$ cat config.mk
export PLATFORM = sky130hd
export DESIGN_NAME = ccd_box_downsampler
export DESIGN_NICKNAME = d
export VERILOG_FILES = /design/src/rtl/ccd_box_downsampler.sv
export SDC_FILE = /design/constraint.sdc
export NUM_CORES = 1
export LEC_CHECK = 0
export ABC_AREA = 1
export CAP_MARGIN = 0
export CELL_PAD_IN_SITES_DETAIL_PLACEMENT = 2
export CELL_PAD_IN_SITES_GLOBAL_PLACEMENT = 2
export CORE_MARGIN = 2
export CORE_UTILIZATION = 40
export CTS_CLUSTER_DIAMETER = 150
export DETAILED_ROUTE_END_ITERATION = 10
export DONT_BUFFER_PORTS = 1
export MAX_ROUTING_LAYER = met4
export PLACE_DENSITY_LB_ADDON = 0.12
export SYNTH_ARGS = -nofsm -noshare
export SYNTH_HDL_FRONTEND = slang
export SYNTH_SLANG_ARGS = --single-unit
$ cat constraint.sdc
create_clock -name clk -period 5.7 [get_ports clk]
set_clock_uncertainty 0.1 [all_clocks]
set_input_delay 0.855 -clock clk [delete_from_list [all_inputs] [get_ports clk]]
set_output_delay 0.855 -clock clk [all_outputs]
set_load 0.01 [all_outputs]
$ cat src/rtl/ccd_box_downsampler.sv
// Crops a square window out of a raw sensor stream and box-averages SCALE x SCALE tiles
// into an OUT_N x OUT_N frame, emitted as an FVAL/DVAL/DATA stream with one clock latency.
module ccd_box_downsampler #(
  parameter int unsigned IN_W  = 640,
  parameter int unsigned IN_H  = 480,
  parameter int unsigned X0    = 96,
  parameter int unsigned Y0    = 16,
  parameter int unsigned SCALE = 16,
  parameter int unsigned OUT_N = 28,
  parameter int unsigned IN_DW = 12
) (
  input  logic             clk,
  input  logic             rst_n,
  input  logic             enable_i,
  input  logic             fval_i,
  input  logic             dval_i,
  input  logic [IN_DW-1:0] data_i,
  output logic             fval_o,
  output logic             dval_o,
  output logic [15:0]      data_o,
  output logic [9:0]       pix_cnt_o,
  output logic             frame_done_o,
  output logic             frame_err_o
);

  localparam int unsigned CW    = $clog2(IN_W + 1);
  localparam int unsigned RW    = $clog2(IN_H + 1);
  localparam int unsigned LOG2S = $clog2(SCALE);
  localparam int unsigned SHIFT = 2 * LOG2S;
  localparam int unsigned AW    = IN_DW + SHIFT;
  localparam int unsigned TW    = (OUT_N > 1) ? $clog2(OUT_N) : 1;

  localparam logic [CW-1:0] XLo     = CW'(X0);
  localparam logic [CW-1:0] XHi     = CW'(X0 + OUT_N * SCALE);
  localparam logic [CW-1:0] LastCol = CW'(IN_W - 1);
  localparam logic [RW-1:0] YLo     = RW'(Y0);
  localparam logic [RW-1:0] YHi     = RW'(Y0 + OUT_N * SCALE);
  localparam logic [RW-1:0] RowEnd  = RW'(IN_H);
  localparam logic [9:0]    PixLast = 10'(OUT_N * OUT_N - 1);

  typedef enum logic [1:0] {StIdle, StSkip, StActive, StDone} state_e;

  state_e            state_q;
  logic              fval_prev_q;
  logic [CW-1:0]     col_q;
  logic [RW-1:0]     row_q;
  logic [AW-1:0]     acc_q [OUT_N];
  logic              fval_q, dval_q, done_q, err_q;
  logic [15:0]       data_q;
  logic [9:0]        pix_cnt_q;

  logic              fval_rise, beat, in_win, tile_first, tile_last;
  logic [CW-1:0]     cx;
  logic [TW-1:0]     tx;
  logic [LOG2S-1:0]  tile_col, ry;
  logic [AW-1:0]     sum;

  always_comb begin
    fval_rise  = fval_i & ~fval_prev_q;
    beat       = fval_i & dval_i & (row_q < RowEnd);
    in_win     = (col_q >= XLo) && (col_q < XHi) && (row_q >= YLo) && (row_q < YHi);
    cx         = col_q - XLo;
    tx         = TW'(cx >> LOG2S);
    tile_col   = LOG2S'(cx);
    ry         = LOG2S'(row_q - YLo);
    tile_first = (ry == '0) && (tile_col == '0);
    tile_last  = (ry == '1) && (tile_col == '1);
    sum        = acc_q[tx] + AW'(data_i);
  end

  always_ff @(posedge clk or negedge rst_n) begin
    if (!rst_n) begin
      state_q     <= StIdle;
      // Treat a frame already in progress at reset release as not-a-rising-edge.
      fval_prev_q <= 1'b1;
      col_q       <= '0;
      row_q       <= '0;
      for (int unsigned i = 0; i < OUT_N; i++) acc_q[i] <= '0;
      fval_q      <= 1'b0;
      dval_q      <= 1'b0;
      done_q      <= 1'b0;
      err_q       <= 1'b0;
      data_q      <= '0;
      pix_cnt_q   <= '0;
    end else begin
      fval_prev_q <= fval_i;
      dval_q      <= 1'b0;
      done_q      <= 1'b0;
      err_q       <= 1'b0;
      unique case (state_q)
        StIdle: begin
          fval_q <= 1'b0;
          if (fval_rise) begin
            if (enable_i) begin
              state_q   <= StActive;
              fval_q    <= 1'b1;
              col_q     <= '0;
              row_q     <= '0;
              pix_cnt_q <= '0;
            end else begin
              state_q <= StSkip;
            end
          end
        end
        StSkip: begin
          if (!fval_i) state_q <= StIdle;
        end
        StActive: begin
          if (!fval_i) begin
            err_q   <= 1'b1;
            fval_q  <= 1'b0;
            state_q <= StIdle;
          end else if (beat) begin
            if (col_q == LastCol) begin
              col_q <= '0;
              row_q <= row_q + RW'(1);
            end else begin
              col_q <= col_q + CW'(1);
            end
            if (in_win) begin
              acc_q[tx] <= tile_first ? AW'(data_i) : sum;
              if (tile_last) begin
                data_q    <= 16'(sum >> SHIFT);
                dval_q    <= 1'b1;
                pix_cnt_q <= pix_cnt_q + 10'd1;
                if (pix_cnt_q == PixLast) begin
                  done_q  <= 1'b1;
                  state_q <= StDone;
                end
              end
            end
          end
        end
        StDone: begin
          fval_q <= 1'b0;
          if (!fval_i) state_q <= StIdle;
        end
        default: state_q <= StIdle;
      endcase
    end
  end

  assign fval_o       = fval_q;
  assign dval_o       = dval_q;
  assign data_o       = data_q;
  assign pix_cnt_o    = pix_cnt_q;
  assign frame_done_o = done_q;
  assign frame_err_o  = err_q;

endmodule

Yosys cells after proc, flatten, opt, wreduce, memory -nomap -nowiden --
Index checks and enable logic that the tools add are counted.
Operators by class: $add $sub $neg 6, order comparisons 7, equality and inequality tests 20, multiplexer cells 50, bitwise logic cells 5, reductions and logical operators 19
Operators with widths (count):
- 560-bit bitwise mux | 1
- 20-bit binary-select mux with 5-bit select | 1
- 20-bit demux with 5-bit select | 1
- 10-bit 2-to-1 mux | 9
- 20-bit 2-to-1 mux | 4
- 9-bit 2-to-1 mux | 5
- 10-bit one-hot mux with 2 select lines | 2
- 10-bit by 1-bit adder with 10-bit output, second input constant | 2
- 20-bit by 12-bit adder with 20-bit output | 1
- 10-bit equality test, second input constant | 2
- 9-bit < comparator, second input constant | 2
- 2-bit != test, second input constant | 9
- 9-bit one-hot mux with 2 select lines | 1
- 1-bit 2-to-1 mux | 16
- 2-bit 2-to-1 mux | 8
- 3-bit != test, second input constant | 4
- 6-bit AND reduction | 2
- 10-bit by 7-bit >= comparator with 1-bit output, second input constant | 1
- 10-bit < comparator, second input constant | 1
- 5-bit AND reduction | 2
- 9-bit by 1-bit adder with 9-bit output, second input constant | 1
- 9-bit by 5-bit >= comparator with 1-bit output, second input constant | 1
- 9-bit by 7-bit subtractor with 9-bit output, second input constant | 1
- 4-bit equality test, second input constant | 2
- 19 further kinds | 28
Word-level totals: register bits 608, input port bits 17, output and inout port bits 30, word-level logic and storage cells 145

Longest topological paths before layout --
depth in word-level cells 8, depth in mapped cells 29, mapped depth without buffers 27

Worst setup path after synthesis --
OpenSTA, ideal clock, no wires.
kind register to register, start register col_q[6], end register acc_q[268] (netlist name), setup time 0.136 ns, arrival time 3.968 ns, path slack 1.496 ns, cell stages (with the launch flop) 23, buffers on the path 4, period minus slack after synthesis 4.204 ns, cells stage by stage dfrtp_1 ha_1 buf_4 inv_1 buf_2 nor2_2 inv_1 clkbuf_1 a21oi_1 nor4_1 nand2_1 ha_1 inv_1 fa_1 nand3b_1 a21oi_1 or2_2 a21oi_1 xor2_1 nand2_1 o21ai_1 clkbuf_1 o21ai_0
On the way: longest elaborated chain between the ends 8
RTL lines:
- start, declared | line 45 | logic [CW-1:0] col_q;
- start signal, assigned | line 118 | col_q <= col_q + CW'(1);
- 9-bit by 7-bit subtractor with 9-bit output | line 62 | cx = col_q - XLo;
- 5-bit inverter with 6-bit output | line 68, 121
- 20-bit binary-select mux with 5-bit select | line 68 | sum = acc_q[tx] + AW'(data_i);
- 20-bit 2-to-1 mux (implied by the code) (2 in series) | line 68
- 20-bit by 12-bit adder with 20-bit output | line 68
- 20-bit 2-to-1 mux | line 121 | acc_q[tx] <= tile_first ? AW'(data_i) : sum;
- 560-bit bitwise mux | line 121
- end signal, assigned by index | line 121
- end, declared | line 47 | logic [AW-1:0] acc_q [OUT_N];
Several ways; a longest one is shown, not always the timed one. The select of a mux whose other input is x is not followed. A chain may end at the register's enable or synchronous reset.

Final worst setup path --
start register col_q[4], end register acc_q[519] (netlist name)
Same word-level chain as after synthesis.

==> key figures <==
Die
  • Core ar.: 71360 µm²
  • Die Y: 272.2 µm
  • Initial core utilization: 0.4033
  • DIE AREA: 74110 µm²
  • Die width: 272.2 µm
  • I/O pin cnt: 47
  • Num rows: 98

Power and ir drop
  • Cell area power density: 367.5 nW/µm²
  • Combinational power share: 0.205
  • Peak supply drop: 0.3846 mV
  • P_sw: 3998 µW
  • Leak: 0.01512 µW
  • Switching Share: 0.3381
  • Reg power frac: 0.386
  • Clk pwr share: 0.409
  • Int Power: 7827 µW

Yosys
  • Syn avg cell area: 8.318 µm²
  • Post-Syn Area: 28780 µm²
  • Register area share after synthesis: 0.5287
  • Post-synthesis instance total: 3460
  • Synth warn: 0
  • Asr flop ratio synth: 1.000
  • Yosys reg bits: 608
  • Post-synth EDFFs: 0
  • Top FF cell, synth: dfrtp_1
  • Yosys cell types: 54

Worst setup path
  • Worst-path fanout max: 25
  • Critical Path Start Type: flop
  • CP Data Arrival Time: 5.87 ns
  • Crit path kind: reg2reg
  • Critical Path Sink Type: flop
  • Critical path required time: 6.15 ns

Run status
  • Failing checks: hold timing, slew limit
  • Status: finished with violations

Timing
  • Fin. Hold Viols: 145
  • Slew HR: -0.3950
  • Final setup vio count: 0
  • Tcrit/Tclk final: 0.9516
  • Fmax achieved: 184.4 MHz
  • Pins Over Slew Limit: 421
  • Final hold slack: -0.1662 ns
  • Worst Tran Pin Value: 2.093 ns
  • Crit path time final: 5.424 ns

Placed design
  • IO buf count: 0
  • Detailed Place HPWL: 71.24 mm
  • Cells after DPL: 4265
  • GP Congestion: 0.8551
  • Dpl cell area: 29690 µm²

Final layout
  • Synthesis-to-layout area growth: 11.80%
  • Final cell count without fillers: 4403
  • Nets: 3430
  • Commonest cells after routing, fill and taps aside: nand2_1, dfrtp_1, o21ai_0
  • Final Cell Area: 32180 µm²
  • Commonest non-fill, non-tap cell in the layout: nand2_1
  • Share of cells above drive strength 1: 0.09673
  • Final core occ: 0.4509
  • Final antenna diode count: 0

Global route
  • Initial antenna violation count: 0
  • GR Util All Layers: 0.3233
  • Number of global-route vias before repair: 28760
  • GR Overflow Total: 0
  • Largest net degree at the start of global routing: 609
  • First-pass GRT wire length: 178.6 mm

Clocking
  • Worst-case clock buffer depth: 3
  • Clock Sinks: 608
  • Skew-Pair Late Insertion Delay: 0.64 ns
  • CTS tree: built
  • Clk pin slew, worst setup/hold paths: 0.06 ns
  • Root buffer cell: clkbuf_16
  • Num CTS Buffers: 73
  • Htree depth: 3

Route
  • Avg WL per Cell: 26.28 µm
  • Total iterations of the first detailed-routing run: 5
  • Via density: 5.856
  • Antenna Nets Post-Route: 0
  • DRC viols: 0
  • Initial DRC count: 1917
  • Routed wire length: 115.7 mm
  • Via Count: 25780

Hold path
  • Hold Crit Class: in2async

Run
  • Maxcap violations: 0
power by group through the flow:
stage | Combinational (µW) | Sequential (µW) | Clock [µW]
floorplan | 1340 | 4610 | 0
global placement | 2220 | 4630 | 0
detailed placement | 2320 | 4640 | 0
CTS | 2350 | 4570 | 4900
global route | 2600 | 4580 | 5070
finish | 2420 | 4570 | 4840
cells in the mapped netlist, types with 11 or more instances:
| master | number | share of area |
|---|---|---|
| buf_4 | 22 | 0.0057 |
| nor2_4 | 32 | 0.013 |
| nor4_1 | 13 | 0.0028 |
| a21oi_1 | 105 | 0.018 |
| nor2_1 | 72 | 0.0094 |
| clkbuf_1 | 114 | 0.015 |
| inv_2 | 37 | 0.0048 |
| o21ai_0 | 373 | 0.065 |
| o21ai_1 | 42 | 0.0073 |
| nand4_1 | 68 | 0.015 |
| ha_1 | 18 | 0.0078 |
| dfrtp_1 | 607 | 0.53 |
| buf_2 | 59 | 0.010 |
| nand2_1 | 1270 | 0.17 |
| nor2_2 | 11 | 0.0024 |
| inv_1 | 116 | 0.015 |
| buf_6 | 17 | 0.0067 |
| nor3_1 | 19 | 0.0033 |
| nand3_1 | 206 | 0.036 |
| o21ai_2 | 21 | 0.0064 |
| a22oi_1 | 119 | 0.031 |
| a221oi_1 | 13 | 0.0040 |
| buf_1 | 18 | 0.0023 |
worst paths after layout:
| path | endpoint | depth (start not counted) | slack (ns) | start |
|---|---|---|---|---|
| hold / removal | acc_q[391]$_DFFE_PN0P_ | 0 | -0.17 | rst_n |
| hold reg to reg | acc_q[136]$_DFFE_PN0P_ | 2 | 0.38 | acc_q[136]$_DFFE_PN0P_ |
| setup / recovery | acc_q[519]$_DFFE_PN0P_ | 21 | 0.28 | col_q[4]$_DFFE_PN0P_ |
| max in group asynchronous | col_q[5]$_DFFE_PN0P_ | 0 | 3.89 | rst_n |
| min in group clk | fval_prev_q$_DFF_PN1_ | 0 | 0.13 | fval_i |
| setup reg to reg | acc_q[519]$_DFFE_PN0P_ | 21 | 0.28 | col_q[4]$_DFFE_PN0P_ |
flip-flops by register name, summed over array words and instances (netlist names):
signal / count
frame_err_o: 1
dval_o: 1
fval_prev_q: 1
row_q: 9
data_o: 12
pix_cnt_o: 10
frame_done_o: 1
fval_o: 1
state_q: 2
col_q: 10
acc_q: 560
metrics by stage:
stage               TNS (ns)  power (µW)  setup WS, ns
global route        -0.01815       12260     -0.006319
global placement           0        6843        0.2863
finish                     0       11820        0.2757
detailed placement         0        6957        0.2467
floorplan                  0        5950         1.496
CTS                        0       11820        0.1664
cell families after synthesis:
logic type      share of synthesized area
simple gates                       0.2564
compound gates                     0.1403
flops                              0.5287
fa+ha+maj                        0.008522
buf+inv                           0.06074
other cells                     0.0001303
xor+xnor                         0.005130
cell type report:
cell class              instances  area, µm²
inverters                     158      613.1
repair buffers                 84      830.8
multi-input cells            2468      11880
clock inverters                15      256.5
repair inverters                1      7.507
well taps                     950       1189
clock buffers                 119       2181
fillers                      7926      39190
flip-flops and latches        608      15220
layer usage:
layer  share of wire  GRT usage
met1            0.45     0.4233
met2            0.48     0.5298
met3           0.039    0.03297
met4           0.031     0.1005
met5               0          -
worst max-delay path: stages, from the launching register on:
cell and delay (ns):
dfrtp_2 0.91, inv_4 0.21, nor2_4 0.72, buf_4 0.40, a22oi_1 0.11, a21oi_1 0.30, a221oi_1 0.09, nand2_1 0.24
ha_1 0.25, nand2_1 0.11, nor2_1 0.21, nand3_1 0.12, nand3_1 0.16, nand2_1 0.09, nand2_1 0.12, o21ai_1 0.12
nor2_2 0.28, nand4_1 0.14, nand2_1 0.16, buf_12 0.21, nand3_1 0.11, nand2_1 0.12
timing repair:
item / in CTS / in global routing
resized for setup: 0 / 8
endpoints found under the setup margin: 0 / 147
buffers inserted: 0 / 2
hold endpoints to repair: 607 / 563
Note: power is estimated with default switching activity, not from simulation.
